--- config.mk ---
export PLATFORM = sky130hd
export DESIGN_NAME = generador_rebotes
export DESIGN_NICKNAME = d
export VERILOG_FILES = /design/src/rtl/generador_rebotes_pkg.sv /design/src/rtl/lfsr_rebotes.sv /design/src/rtl/generador_rebotes.sv
export SDC_FILE = /design/constraint.sdc
export NUM_CORES = 1
export LEC_CHECK = 0
export ABC_AREA = 1
export ABC_CLOCK_PERIOD_IN_PS = 3200
export BUFFER_PORTS_ARGS = -buffer_cell sky130_fd_sc_hd__buf_2
export CAP_MARGIN = 10
export CORE_AREA = 2 2 51 53
export DETAILED_ROUTE_END_ITERATION = 10
export DIE_AREA = 0 0 53 55
export HOLD_SLACK_MARGIN = 0.12
export PLACE_DENSITY = 0.71
export SYNTH_ARGS = -nofsm -noshare
export SYNTH_HDL_FRONTEND = slang
export SYNTH_SLANG_ARGS = --single-unit
--- constraint.sdc ---
create_clock -name clk -period 3.2 [get_ports clk]
set_input_delay 0.48 -clock clk [delete_from_list [all_inputs] [get_ports clk]]
set_output_delay 0.48 -clock clk [all_outputs]
set_load 0.005 [all_outputs]
--- src/rtl/generador_rebotes_pkg.sv ---
// Shared state encoding and LFSR constants for the contact-bounce emulator.
package generador_rebotes_pkg;

    typedef enum logic [1:0] {
        StReposo,
        StRebote,
        StEspera
    } estado_t;

    localparam int unsigned LfsrAncho = 8;

    // Fibonacci taps for x^8 + x^6 + x^5 + x^4 + 1 (bit 7 is x^8)
    localparam logic [LfsrAncho-1:0] LfsrTaps = 8'hB8;

    // An all-zero LFSR would lock up, so a zero seed falls back to this
    localparam logic [LfsrAncho-1:0] SemillaCero = 8'h01;

endpackage

--- src/rtl/lfsr_rebotes.sv ---
// Free-running 8-bit Fibonacci LFSR that supplies the bounce interval jitter.
module lfsr_rebotes
    import generador_rebotes_pkg::*;
#(
    parameter logic [LfsrAncho-1:0] SEMILLA = 8'hA5
) (
    input  logic                 clk,
    input  logic                 rst_n,
    input  logic                 en,
    output logic [LfsrAncho-1:0] valor
);

    localparam logic [LfsrAncho-1:0] SemillaEf = (SEMILLA == '0) ? SemillaCero : SEMILLA;

    logic [LfsrAncho-1:0] valor_q;
    logic [LfsrAncho-1:0] valor_d;

    always_comb begin
        valor_d = valor_q;
        if (en) begin
            valor_d = {valor_q[LfsrAncho-2:0], ^(valor_q & LfsrTaps)};
        end
    end

    always_ff @(posedge clk or negedge rst_n) begin
        if (!rst_n) begin
            valor_q <= SemillaEf;
        end else begin
            valor_q <= valor_d;
        end
    end

    assign valor = valor_q;

endmodule

--- src/rtl/generador_rebotes.sv ---
// Bounce emulator: each level change of senal_limpia becomes an odd burst of
// pseudo-randomly spaced toggles, followed by a guard period before re-arming.
module generador_rebotes
    import generador_rebotes_pkg::*;
#(
    parameter int unsigned N_REBOTES       = 3,
    parameter int unsigned ANCHO_INTERVALO = 4,
    parameter int unsigned MIN_INTERVALO   = 1,
    parameter logic [7:0]  SEMILLA         = 8'hA5
) (
    input  logic clk,
    input  logic rst_n,
    input  logic senal_limpia,
    output logic senal_rebote,
    output logic ocupado
);

    localparam int unsigned CntW       = ANCHO_INTERVALO + 1;
    localparam int unsigned NumToggles = 2 * N_REBOTES + 1;
    localparam int unsigned TogW       = $clog2(NumToggles + 1);

    localparam logic [CntW-1:0] MinCnt       = CntW'(MIN_INTERVALO);
    localparam logic [CntW-1:0] Guarda       = CntW'(2 ** ANCHO_INTERVALO);
    localparam logic [TogW-1:0] UltimoToggle = TogW'(NumToggles - 1);

    estado_t              estado_q, estado_d;
    logic                 sync_q;
    logic                 estable_q, estable_d;
    logic                 objetivo_q, objetivo_d;
    logic                 rebote_q, rebote_d;
    logic [CntW-1:0]      cnt_q, cnt_d;
    logic [TogW-1:0]      tog_q, tog_d;
    logic [LfsrAncho-1:0] lfsr;
    logic [CntW-1:0]      intervalo;
    logic                 unused_lfsr;

    lfsr_rebotes #(
        .SEMILLA (SEMILLA)
    ) u_lfsr (
        .clk   (clk),
        .rst_n (rst_n),
        .en    (1'b1),
        .valor (lfsr)
    );

    // Only the low ANCHO_INTERVALO bits feed the interval
    assign unused_lfsr = ^lfsr;
    assign intervalo   = MinCnt + CntW'(lfsr[ANCHO_INTERVALO-1:0]);

    always_comb begin
        estado_d   = estado_q;
        estable_d  = estable_q;
        objetivo_d = objetivo_q;
        rebote_d   = rebote_q;
        cnt_d      = cnt_q;
        tog_d      = tog_q;
        ocupado    = 1'b0;
        case (estado_q)
            StReposo: begin
                if (sync_q != estable_q) begin
                    objetivo_d = sync_q;
                    tog_d      = '0;
                    cnt_d      = intervalo;
                    estado_d   = StRebote;
                end
            end
            StRebote: begin
                ocupado = 1'b1;
                if (cnt_q == CntW'(1)) begin
                    rebote_d = ~rebote_q;
                    tog_d    = tog_q + TogW'(1);
                    if (tog_q == UltimoToggle) begin
                        cnt_d    = Guarda;
                        estado_d = StEspera;
                    end else begin
                        cnt_d = intervalo;
                    end
                end else begin
                    cnt_d = cnt_q - CntW'(1);
                end
            end
            StEspera: begin
                ocupado = 1'b1;
                if (cnt_q == CntW'(1)) begin
                    estable_d = objetivo_q;
                    cnt_d     = '0;
                    estado_d  = StReposo;
                end else begin
                    cnt_d = cnt_q - CntW'(1);
                end
            end
            default: begin
                estado_d = StReposo;
            end
        endcase
    end

    always_ff @(posedge clk or negedge rst_n) begin
        if (!rst_n) begin
            estado_q   <= StReposo;
            sync_q     <= 1'b0;
            estable_q  <= 1'b0;
            objetivo_q <= 1'b0;
            rebote_q   <= 1'b0;
            cnt_q      <= '0;
            tog_q      <= '0;
        end else begin
            estado_q   <= estado_d;
            sync_q     <= senal_limpia;
            estable_q  <= estable_d;
            objetivo_q <= objetivo_d;
            rebote_q   <= rebote_d;
            cnt_q      <= cnt_d;
            tog_q      <= tog_d;
        end
    end

    assign senal_rebote = rebote_q;

endmodule

After elaboration in Yosys (flattened, before gate mapping)
Index checks and enable logic that the tools add are counted.

storage, ports and cells
  bits in registers = 22
  logic and storage cells = 46

operators by class
  add/subtract/negate cells = 3
  equal/unequal tests = 9
  mux-type cells = 14
  bitwise operators = 1
  reduce and logical (&&, ||, !) cells = 11

operators by type and width
  kind                 count
  $mux 5               4
  $pmux 5 s3           1
  $mux 2               4
  $ne 2x2->1 const B   4
  $reduce_and 2->1     4
  $reduce_xor 8->1     1
  $mux 3               2
  $pmux 2 s3           1
  $pmux 3 s2           1
  $add 1x4->5 const A  1
  $eq 5x1->1 const B   1
  $sub 5x1->5 const B  1
  $reduce_and 4->1     1
  $add 3x1->3 const B  1
  $eq 3x3->1 const B   1
  $reduce_and 3->1     1
  $reduce_bool 3->1    1
  $eq 2x1->1 const B   1
  $eq 2x2->1 const B   1
  $logic_not 2->1      1
  $reduce_bool 2->1    1
  $reduce_or 2->1      1
  $mux 1               1
  $ne 1x1->1           1
  $not 1->1            1

Logic depth before layout (Yosys ltp)
  depth in word-level cells = 4
  depth in mapped cells = 11
  mapped depth without buffers = 11

By module
Synthesis repeated with hierarchy kept, for this count alone.

second synthesis, totals
  cell total of the unflattened synthesis = 171
  area, all modules = 1305.0 µm²

modules (own cells, without submodules)
  module             times used  cells an instance  area an instance (µm²)  seq. area each (µm²)
  generador_rebotes  1           125                934.6                   350.3
  lfsr_rebotes       1           46                 370.4                   205.2

Worst setup path after synthesis
Ideal clock, no wire load.

  path kind = flip-flop to flip-flop
  start = register estado_q[0]
  end = register cnt_q[3]
  setup time = 116 ps
  arrival = 1209 ps
  data required time = 3084 ps
  setup slack = 1875 ps
  cell stages (with the launch flop) = 9
  buffers on the path = 0
  clock period less this slack = 1325 ps
  path through = dfrtp_1 -> inv_1 -> ha_1 -> o21ai_1 -> nor2_4 -> nand3_1 -> nand2_1 -> nand2_1 -> nand2_1

on the way
  longest elaborated chain between the ends = 3
  elaborated cells between the ends (all ways) = 7
  those cells by class = eq/ne: 3; mux: 1; reduce/logical: 3

RTL lines
  item                                                              RTL line                  source
  start, declared                                                   generador_rebotes.sv:26   estado_t estado_q, estado_d;
  start signal, assigned                                            generador_rebotes.sv:100  estado_q <= StReposo;
  start signal, assigned                                            generador_rebotes.sv:108  estado_q <= estado_d;
  $eq 2x2->1 (tied with other cells)                                generador_rebotes.sv:58   case (estado_q)
  $reduce_bool 3->1 (no source line) or $ne 2x2->1 (tied branches)  -
  $reduce_and 2->1 (no source line)                                 -
  end signal, assigned                                              generador_rebotes.sv:113  cnt_q <= cnt_d;
  end, declared                                                     generador_rebotes.sv:31   logic [CntW-1:0] cnt_q, cnt_d;

Parallel ways exist; a longest one is shown, timed or not.
A chain may end at the register's enable or synchronous reset.

Worst setup path after layout
  start = register estado_q[0]
  end = output port ocupado

on the way
  longest elaborated chain between the ends = 3
  elaborated cells between the ends (all ways) = 4
  those cells by class = eq/ne: 2; mux: 1; reduce/logical: 1

RTL lines
  item                                      RTL line                 source
  $eq 2x2->1 or $eq 2x1->1 (tied branches)  generador_rebotes.sv:58
  $reduce_or 2->1 (no source line) (*)      -
  $mux 1 (*)                                generador_rebotes.sv:58
  end, declared                             generador_rebotes.sv:15  output logic ocupado

Every way passes the cells marked *; elsewhere a longest branch is shown, timed or not.

==> summary.md <==
| Metric | Value |
|---|---|
| Total core area | `2360 sq um` |
| Gpl congestion | `0.837` |
| CP startpoint | `estado_q[0]` |
| Die ar. | `2920 sq um` |
| Chip height | `55 microns` |
| Starting Density | `50.1%` |
| CTS tree | `done` |
| Peak VDD IR | `0.000502 V` |
| Fin. Hold Viols | `0` |
| CTS buffer count | `3` |
| Post-Syn Area | `1180 sq um` |
| Worst Tran Pin Value | `468 ps` |
| Clock root buffer | `clkbuf_4` |
| Fraction of layout cells with a size suffix above 1 | `18.8%` |
| Worst Path Max Fanout | `4` |
| Nets | `151` |
| Worst setup path end | `ocupado` |
| Logic pwr share | `49.3%` |
| Register area share after synthesis | `46.9%` |
| Fmax | `566 MHz` |
| P_sw | `0.527 mW` |
| Setup crit start kind | `flop` |
| Hold Path Origin | `senal_limpia` |
| Slew headroom | `68.8%` |
| Max-cap violations | `0` |
| Die Span X | `53 microns` |
| Worst-case clock skew | `6.90 ps` |
| Pint | `0.691 mW` |
| Critical Path End Type | `output pin` |
| Mapped Avg Cell Area | `9.19 sq um` |
| DR pass1 iterations | `4` |
| R2R Path Start | `estado_q[1]` |
| Worst skew pair latency | `310 ps` |
| Run status | `finished clean` |
| Slew Viols, Final | `0` |
| # DRC | `0` |
| Vias in the first global route | `819` |
| Via density | `4.92` |
| Number of synthesized register bits | `22` |
| Setup TNS | `0 ps` |
| Seq pwr share | `33.5%` |
| FF-to-FF setup slack | `1740 ps` |
| Worst path required time | `2720 ps` |
| Final Critical Period | `1770 ps` |
| Syn Nets | `141` |
| Cell row count | `18` |
| Distinct cells, synth | `23` |
| Grt ovf | `0` |
| Yosys warnings | `0` |
| Worst Hold Class | `in -> reg` |
| Final setup fails | `0` |
| Detailed Route WL | `1.91 mm` |
| N_diodes | `0` |
| H-tree depth | `1` |
| Via count | `826` |
| Synth area leaders | `dfrtp_1, ha_1, nand2_1` |
| I/O pin cnt | `5` |
| First-pass GRT wire length | `3.49 mm` |
| P per Cell Area | `933 nW/um^2` |
| Initial antenna violation count | `0` |
| P_leak | `0.653 nW` |
| IO buf count | `4` |
| Fin util | `55.2%` |
| Crit Path Class | `reg -> out` |
| Sw Ratio | `43.3%` |
| Capturing point of the worst reg2reg path | `tog_q[1]` |
| Clk pwr share | `17.3%` |
| 1st-iter DRT viols | `16` |
| P&R area growth vs syn | `10.1%` |
| Unrepaired setup endpoints after global routing | `false` |
| Largest area contributor in the netlist | `dfrtp_1` |
| Largest net degree at the start of global routing | `23` |
| Synth top area share | `38.0%` |
| Detailed Place HPWL | `1.50 mm` |
| GRT Total Usage | `16.9%` |
| Clk sinks | `22` |
| Synth Instances | `129` |
| Fin crit share | `55.2%` |
| CP arrival | `1290 ps` |
| Routed WL per cell | `11.4 microns` |
| Final ANT Viol Nets | `0` |
| Postcts setup bufs | `0` |
| CTS max path bufs | `2` |
| R2R depth | `7` |
| Clock transition at path regs | `120 ps` |
| FILL cells | `218` |
[logic make-up after synthesis]
group | after synthesis | share of synthesized area, %
buf+inv | 16 | 5.28
flops | 22 | 46.9
simple gates | 55 | 23.1
fa+ha+maj | 9 | 9.50
compound gates | 18 | 8.55
xor+xnor | 9 | 6.65
[final cells by class]
type	instances	area, sq um	area share [%]
well taps	30	37.5	2.88
repair buffers	5	30.0	2.30
clock inverters	1	30.0	2.30
inverters	16	62.6	4.79
multi-input cells	91	567	43.4
flip-flops and latches	22	556	42.6
clock buffers	3	22.5	1.73
[power groups by stage]
stage	Clock (mW)	Combinational, mW	Sequential (mW)
4_1_cts	0.216	0.608	0.409
6_report	0.210	0.600	0.408
5_1_grt	0.226	0.684	0.416
2_1_floorplan	0	0.485	0.401
3_3_place_gp	0	0.587	0.407
3_5_place_dp	0	0.601	0.414
[worst min-delay path by stage]
stage                                  to  slack [ps]  depth (start not counted)
after floorplan                  cnt_q[0]         180                          0
after global placement    u_lfsr.valor[7]         340                          0
after detailed placement  u_lfsr.valor[7]         350                          0
after CTS                          sync_q         260                          1
after global routing               sync_q         240                          1
final                              sync_q         270                          1
[through the flow]
step	hold slack (ps)	instance area, sq um	power [mW]	instances	setup slack [ps]
3_5_place_dp	346	1240	1.02	163	1760
6_report	273	1310	1.22	168	1430
4_1_cts	261	1310	1.23	168	1410
5_1_grt	244	1310	1.33	168	1360
3_3_place_gp	337	1240	0.994	163	1800
2_1_floorplan	184	1180	0.886	129	1870
[Yosys cell counts]
master,number
xnor2_1,4
nand3_1,4
a21oi_1,7
nand2_2,3
nand2_4,1
inv_4,1
inv_2,1
o21bai_1,1
dfrtp_1,18
nor2_4,4
xor2_1,5
o21ai_1,6
o21ai_2,2
ha_1,9
nor2_1,10
o21ai_0,1
inv_1,14
nand2_1,29
nand4_1,2
a31oi_1,1
nand3_2,1
nor3_2,1
dfstp_2,4
[sequential cells by signal (all words and copies together) (netlist names)]
name / flops
cnt_q: 5
estable_q: 1
estado_q: 2
objetivo_q: 1
senal_rebote: 1
sync_q: 1
tog_q: 3
u_lfsr.valor: 8
[cells in the final DEF, fill, tap and decap left out, drive strengths merged]
master,count
nand2,33
dfrtp,18
inv,16
nor2,14
ha,9
o21ai,9
a21oi,7
xor2,5
nand3,5
xnor2,4
buf,4
dfstp,4
clkbuf,3
nand4,2
o21bai,1
nor3,1
a31oi,1
bufinv,1
dlygate4sd3,1
[critical path, cell delays in order, from the launching register on]
cell and delay (ps):
dfrtp_1 410, inv_1 80, ha_1 350, buf_2 150
[metal layers]
metal / routed length (microns) / track usage (%) / up-vias / share of wire (%)
li1: - / - / 426 / -
met1: 864 / 20.1 / 381 / 45
met4: 10 / 3.85 / 0 / 0.52
met2: 951 / 30.6 / 17 / 50
met5: 0 / 0 / - / 0
met3: 82 / 4.84 / 2 / 4.3
[repair_timing]
action / in CTS / in global routing
hold buffers: 1 / 0
gates resized for setup: 0 / 0
endpoints found under the hold margin: 8 / 0
Power figures use the tool's default switching activity.
